**src/rtl/sdhost_cmd_sequencer_if.sv**
```systemverilog
// Link between the command sequencer and the CMD line engine: launch strobe,
// latched command fields, completion and response handover.
interface sdhost_cmd_sequencer_if;
  logic         new_command;
  logic [5:0]   cmd_index_out;
  logic [31:0]  cmd_argument_out;
  logic         cmd_done;
  logic         resp_valid;
  logic [127:0] cmd_response;
  logic         resp_ack;

  modport master (
    output new_command, cmd_index_out, cmd_argument_out, resp_ack,
    input  cmd_done, resp_valid, cmd_response
  );

  modport slave (
    input  new_command, cmd_index_out, cmd_argument_out, resp_ack,
    output cmd_done, resp_valid, cmd_response
  );
endinterface

```
**src/rtl/sdhost_cmd_sequencer.sv**
```systemverilog
// SD host command-path controller: launches a CPU-issued command on the CMD
// engine, supervises completion, response capture and timeout, reports status.
module sdhost_cmd_sequencer #(
  parameter int unsigned TIMEOUT_CYCLES = 1024
) (
  input  logic                          clock,
  input  logic                          reset,
  input  logic                          cmd_issue,
  input  logic [5:0]                    cmd_index_in,
  input  logic [31:0]                   cmd_argument_in,
  input  logic [1:0]                    response_type_in,
  input  logic                          timeout_enable_in,
  sdhost_cmd_sequencer_if.master        engine,
  output logic                          resp_wr,
  output logic [127:0]                  resp_data,
  output logic                          cmd_inhibit,
  output logic                          int_cmd_complete,
  output logic                          err_cmd_timeout,
  output logic                          issue_rejected
);

  localparam logic [15:0] TIMEOUT_LAST = 16'(TIMEOUT_CYCLES - 1);

  typedef enum logic [2:0] {
    IDLE, LAUNCH, WAIT_DONE, WAIT_RESP, COMPLETE, ERROR
  } state_t;

  state_t        state_reg, state_next;
  logic [5:0]    index_reg;
  logic [31:0]   argument_reg;
  logic [1:0]    type_reg;
  logic          timeout_en_reg;
  logic          resp_seen_reg;
  logic [15:0]   timer_reg;
  logic [127:0]  resp_data_reg;
  logic          resp_pulse_reg;
  logic          rejected_reg;

  logic in_wait;
  logic capture;
  logic expired;

  assign in_wait = (state_reg == WAIT_DONE) || (state_reg == WAIT_RESP);
  assign expired = in_wait && timeout_en_reg && (timer_reg == TIMEOUT_LAST);

  always_comb begin
    state_next = state_reg;
    capture    = 1'b0;
    case (state_reg)
      IDLE:      if (cmd_issue) state_next = LAUNCH;
      LAUNCH:    state_next = WAIT_DONE;
      WAIT_DONE: begin
        capture = engine.resp_valid;
        // A response arriving on the same edge as cmd_done already satisfies the command.
        if (engine.cmd_done)
          state_next = (type_reg == 2'b00 || resp_seen_reg || engine.resp_valid)
                       ? COMPLETE : WAIT_RESP;
      end
      WAIT_RESP: begin
        capture = engine.resp_valid;
        if (engine.resp_valid) state_next = COMPLETE;
      end
      COMPLETE:  state_next = IDLE;
      ERROR:     state_next = IDLE;
      default:   state_next = IDLE;
    endcase
    // Only finishing the command beats the expiry; the timer never revisits TIMEOUT_LAST.
    if (expired && state_next != COMPLETE) state_next = ERROR;
  end

  always_ff @(posedge clock) begin
    if (!reset) begin
      state_reg      <= IDLE;
      index_reg      <= '0;
      argument_reg   <= '0;
      type_reg       <= '0;
      timeout_en_reg <= 1'b0;
      resp_seen_reg  <= 1'b0;
      timer_reg      <= '0;
      resp_data_reg  <= '0;
      resp_pulse_reg <= 1'b0;
      rejected_reg   <= 1'b0;
    end else begin
      state_reg      <= state_next;
      resp_pulse_reg <= capture;
      rejected_reg   <= cmd_issue && (state_reg != IDLE);
      if (capture) resp_data_reg <= engine.cmd_response;
      if (state_reg == IDLE && cmd_issue) begin
        index_reg      <= cmd_index_in;
        argument_reg   <= cmd_argument_in;
        type_reg       <= response_type_in;
        timeout_en_reg <= timeout_enable_in;
        resp_seen_reg  <= 1'b0;
      end else if (state_reg == WAIT_DONE && capture) begin
        resp_seen_reg  <= 1'b1;
      end
      if (state_reg == LAUNCH)
        timer_reg <= '0;
      else if (in_wait && timer_reg != 16'hFFFF)
        timer_reg <= timer_reg + 16'd1;
    end
  end

  assign engine.new_command      = (state_reg == LAUNCH);
  assign engine.cmd_index_out    = index_reg;
  assign engine.cmd_argument_out = argument_reg;
  assign engine.resp_ack         = resp_pulse_reg;
  assign resp_wr                 = resp_pulse_reg;
  assign resp_data               = resp_data_reg;
  assign cmd_inhibit             = (state_reg != IDLE);
  assign int_cmd_complete        = (state_reg == COMPLETE);
  assign err_cmd_timeout         = (state_reg == ERROR);
  assign issue_rejected          = rejected_reg;

endmodule

```
**src/flat_wrapper.sv**
```systemverilog
// flat-port wrapper written by rule: the top's interface ports become plain ports
module sdhost_cmd_sequencer_flat 
#(
  parameter int unsigned TIMEOUT_CYCLES = 1024
)
  (clock, reset, cmd_issue, cmd_index_in, cmd_argument_in, response_type_in, timeout_enable_in, resp_wr, resp_data, cmd_inhibit, int_cmd_complete, err_cmd_timeout, issue_rejected, engine_new_command, engine_cmd_index_out, engine_cmd_argument_out, engine_resp_ack, engine_cmd_done, engine_resp_valid, engine_cmd_response);
  sdhost_cmd_sequencer_if engine_i ();
  input  logic clock;
  input  logic reset;
  input  logic cmd_issue;
  input  logic [5:0] cmd_index_in;
  input  logic [31:0] cmd_argument_in;
  input  logic [1:0] response_type_in;
  input  logic timeout_enable_in;
  output logic resp_wr;
  output logic [127:0] resp_data;
  output logic cmd_inhibit;
  output logic int_cmd_complete;
  output logic err_cmd_timeout;
  output logic issue_rejected;
  output wire logic [$bits(engine_i.new_command)-1:0] engine_new_command;
  output wire logic [$bits(engine_i.cmd_index_out)-1:0] engine_cmd_index_out;
  output wire logic [$bits(engine_i.cmd_argument_out)-1:0] engine_cmd_argument_out;
  output wire logic [$bits(engine_i.resp_ack)-1:0] engine_resp_ack;
  input wire logic [$bits(engine_i.cmd_done)-1:0] engine_cmd_done;
  input wire logic [$bits(engine_i.resp_valid)-1:0] engine_resp_valid;
  input wire logic [$bits(engine_i.cmd_response)-1:0] engine_cmd_response;
  assign engine_new_command = engine_i.new_command;
  assign engine_cmd_index_out = engine_i.cmd_index_out;
  assign engine_cmd_argument_out = engine_i.cmd_argument_out;
  assign engine_resp_ack = engine_i.resp_ack;
  assign engine_i.cmd_done = engine_cmd_done;
  assign engine_i.resp_valid = engine_resp_valid;
  assign engine_i.cmd_response = engine_cmd_response;
  sdhost_cmd_sequencer #(.TIMEOUT_CYCLES(TIMEOUT_CYCLES)) u_core (.clock(clock), .reset(reset), .cmd_issue(cmd_issue), .cmd_index_in(cmd_index_in), .cmd_argument_in(cmd_argument_in), .response_type_in(response_type_in), .timeout_enable_in(timeout_enable_in), .engine(engine_i), .resp_wr(resp_wr), .resp_data(resp_data), .cmd_inhibit(cmd_inhibit), .int_cmd_complete(int_cmd_complete), .err_cmd_timeout(err_cmd_timeout), .issue_rejected(issue_rejected));
endmodule
```
**config.mk**
```make
export PLATFORM = sky130hd
export DESIGN_NAME = sdhost_cmd_sequencer_flat
export DESIGN_NICKNAME = d
export VERILOG_FILES = /design/src/rtl/sdhost_cmd_sequencer_if.sv /design/src/rtl/sdhost_cmd_sequencer.sv /design/src/flat_wrapper.sv
export SDC_FILE = /design/constraint.sdc
export NUM_CORES = 1
export LEC_CHECK = 0
export BUFFER_PORTS_ARGS = -buffer_cell sky130_fd_sc_hd__buf_2
export CAP_MARGIN = 20
export CELL_PAD_IN_SITES_DETAIL_PLACEMENT = 1
export CELL_PAD_IN_SITES_GLOBAL_PLACEMENT = 1
export CORE_UTILIZATION = 31
export DETAILED_ROUTE_END_ITERATION = 10
export PLACE_DENSITY_LB_ADDON = 0.1
export SYNTH_ARGS = -nofsm -noshare
export SYNTH_HDL_FRONTEND = slang
export SYNTH_SLANG_ARGS = --single-unit
```
**constraint.sdc**
```tcl
create_clock -name clock -period 1.9 [get_ports clock]
set_input_delay 0.095 -clock clock [delete_from_list [all_inputs] [get_ports clock]]
set_output_delay 0.095 -clock clock [all_outputs]
set_load 0.1 [all_outputs]
```
; After elaboration in Yosys (flattened, before gate mapping)
; Cells that the tools add are included.
[totals]
reg_bits = 191
inputBits = 174
out_inout_bits = 173
[op_classes]
addsub = 1
n_eq_ne = 8
muxes = 7
n_bitwise = 1
n_reduce_logical = 17
[op_table]
columns = cell, count
row1 = $add A16 B1 Y16 const B, 1
row2 = $eq A16 B10 Y1 const B, 1
row3 = $ne A16 B16 Y1 const B, 1
row4 = $mux W3, 5
row5 = $pmux W3 S4, 1
row6 = $reduce_or A2 Y1, 4
row7 = $logic_and A1 B1 Y1, 7
row8 = $eq A3 B2 Y1 const B, 2
row9 = $eq A3 B3 Y1 const B, 2
row10 = $eq A3 B1 Y1 const B, 1
row11 = $logic_not A3 Y1, 1
row12 = $logic_or A1 B1 Y1, 3
row13 = $ne A3 B3 Y1 const B, 1
row14 = $reduce_bool A3 Y1, 1
row15 = $logic_not A2 Y1, 1
row16 = $mux W1, 1
row17 = $not A1 Y1, 1

; Depth between registers and ports, before layout
[logic_depth]
ltp_word = 9
mapped_depth = 7
ltp_nobuf = 5

; Worst setup path before layout
; No wires, ideal clock.
[synth_timing]
kind = register to register
start = register u_core.state_reg[0]
end = register u_core.timer_reg[1]
arrival_ns = 3.639
t_required_ns = 1.761
setup_slack_ns = -1.877
path_stages_with_launch = 5
synth_period_minus_slack_ns = 3.777
cell_sequence = dfxtp_1 nor3b_1 nor2_1 o211ai_1 o31ai_1
[synth_between]
elab_cells_between_ends = 6
classes_between = 3 x eq/ne / 3 x reduce/logical
[synth_lines]
columns = item, line
row1 = from (decl), sdhost_cmd_sequencer.sv:28  ; state_t state_reg, state_next;
row2 = from (signal assigned), sdhost_cmd_sequencer.sv:84  ; state_reg <= state_next;
row3 = $eq A3 B1 Y1, --
row4 = net engine_new_command, flat_wrapper.sv:21  ; output wire logic [$bits(engine_i.new_command)-1:0] engine_new_command;
row5 = $reduce_or A2 Y1 (no source line), --
row6 = to (signal assigned), sdhost_cmd_sequencer.sv:100  ; timer_reg <= timer_reg + 16'd1;
row7 = to (decl), sdhost_cmd_sequencer.sv:34  ; logic [15:0] timer_reg;
; The timed path passes the listed nets, and every way through them passes these cells.
; A chain may end at the register's enable or synchronous reset.

; Worst setup path in the final report
[layout_timing]
start = register u_core.timer_reg[1]
end = register u_core.timer_reg[12]
[layout_between]
elab_chain_cells = 2
elab_cells_between_ends = 3
classes_between = 1 x add/sub / 1 x eq/ne / 1 x reduce/logical
[layout_lines]
columns = item
row1 = branches (longest 2 deep; another with $add A16 B1 Y16)
; Several ways; the timed one is not identified.

==> metrics.txt <==
status=completed; worst hold path class=in2reg; peak supply drop=0.0005083 V; Mapped Area=6914 µm²; post-synthesis simple-gate area fraction=0.2443; Antenna Nets Post-Route=0; syn_area_per_cell=7.902 µm²; syn nets=1050; Total GRT Usage=0.2227; Initial Utilization=0.3168; minimum clock period=1.796 ns; Adder-Cell Fraction of Synth Area=0.001810; critical path class=reg2reg; vias in the first global route=8004; port buffer count=346; I/O pin count=347; antenna fix cells=0; asr flop ratio synth=0; WHS=0.1651 ns; fin crit share=0.9453; Root Buffer=clkbuf_16; number of synthesis warnings=0; vias per std cell=4.678; final setup fails=0; RSZ-0062 raised after global routing=no; initial antenna violation count=0; Die W=151.3 µm; area grow syn2layout=64.02%; post-synth top area cell=dfxtp_1; Via Count=7789; post-synthesis mux area share=0.005791; Synth Flop Type=dfxtp_1; most frequent cell after synthesis=nand2_1; core area=21820 µm²; post-CTS setup buffer count=0; synth cell count leaders=nand2_1, dfxtp_1, a21oi_1; highest-delay cell along the critical path=or4_1; routed len/inst=15.82 µm; total power=9.879 mW; NumNets Final=1547; Cell variety after synth=41; clk buf depth=2; pre-CTS setup slack=0.04131 ns; Yosys top cell area share=0.5530; final setup margin=0.1039 ns; CTS tree=yes; drt total wl=26340 µm; critical path's largest stage delay=0.42 ns; max-cap violations=0; Worst-Margin Slew=0.6301 ns; Synth area leaders=dfxtp_1, nand2_1, a21oi_1, buf_2, clkbuf_1; ratio of cells with drive above 1 in the final layout=0.2968; first-pass GRT wire length=39940 µm; Rows=54; Startpoint Class=flip-flop; FF-to-FF setup slack=0.10 ns; max reg flops=128; CP endpoint kind=flip-flop; cells along the critical path=ha_2 > nand3_2 > or3_4 > or4_1 > a21oi_1; Compound-Gate Fraction of Synth Area=0.1529; FMAX=0.5568 GHz; Slew Viols, Final=0; largest net degree at the start of global routing=96; number of synthesized flops with an enable pin=0; DRT Pass-1 Iters=4; Slew headroom=0.5784; largest family of logic cells by synthesized area=simple AND/OR/NAND/NOR gates; sequential area share after synthesis=0.5530; peak fanout along the critical path=6; CTS Sinks=191; drt initial violations=273; Syn Inst Count=875; htree depth=4; CTS Buf Count=17; PD cells=871.1 nW/µm²; clock-pin slew on the worst setup and hold paths=0.07 ns; xor/xnor share of the synthesized area=0; count of final hold-check violations=0; worst clock skew=0.008499 ns; CP top delay family=simple AND/OR/NAND/NOR gates; CP Data Required Time=2.25 ns; die area=22910 µm²; global placer's final weighted congestion=0.7663; die height=151.3 µm; critical path arrival=2.15 ns; buffers and inverters on the worst path=0; Post-DP HPWL=16700 µm; grt total ovfl=0; worst skew pair latency=0.43 ns; Yosys reg bits=191; Post-route DRC=0; Leak Pwr=4.982 nW
==> metal layers <==
metal	wire length, µm	vias up	GRT usage
met3	1766	45	0.06777
met5	0	-	0
li1	-	3870	-
met1	10330	3648	0.2387
met2	13460	226	0.4059
met4	789	0	0.08500
==> layout make-up <==
class	count	area [µm²]
timing repair buffer	538	3721
multi-input combinational	618	2848
tap	280	350.3
inverter	6	25.02
clock inverter	12	126.4
fill	2702	10480
sequential	191	3824
clock buffer	20	446.7
==> worst min-delay path, delay by kind of cell <==
| family | cells | cell delay, ns |
|---|---|---|
| buf+inv | 1 | 0.15 |
| compound gates | 2 | 0.21 |
| simple gates | 1 | 0.07 |
==> through the flow <==
step,cell area [µm²],util,instances,TNS (ns)
after floorplan,6929,-,875,-8.577
after global placement,9022,0.4134,1461,0
after detailed placement,9022,0.4134,1461,0
after CTS,11320,0.5189,1665,0
after global routing,11340,0.5197,1665,0
final,11340,0.5197,1665,0
==> layout by cell type (no fill, tap or decap), types with 4 or more instances in the layout <==
cell             n
nand4_1          7
nand3_1          7
nor2_1           7
dfxtp_1        191
nand2_1        349
buf_2          344
dlygate4sd3_1  172
clkbuf_16       17
a21oi_1        181
mux2i_1          4
inv_1            5
buf_4           12
nor3_1           7
o21ai_0          7
or3_1           12
buf_12           9
==> timing repair <==
action,in CTS,in global routing
endpoints found under the hold margin,171,0
gates resized for setup,2,4
hold buffers,172,0
endpoints found under the setup margin,2,4
==> kinds of logic (layout without fill, tap and decap cells) <==
group,count (synthesis),after routing
adders and majority gates,1,1
buffers and inverters,66,576
DFF,191,191
AOI/OAI and AO/OA,203,203
muxes,4,4
and+or+nand+nor,410,410
==> final timing paths <==
check / end / cells past startpoint / startpoint
setup / recovery: u_core.timer_reg[12] / 5 / u_core.timer_reg[1]
hold / removal: u_core.state_reg[1] / 4 / engine_resp_valid
setup reg to reg: u_core.timer_reg[12] / 5 / u_core.timer_reg[1]
hold reg to reg: u_core.resp_data[63] / 2 / u_core.resp_data[63]
==> report_power, final <==
group          switching, mW  internal (mW)
clock network           1.65           1.89
registers             0.0721           4.14
logic                   1.52          0.610
Power figures use the tool's default switching activity.
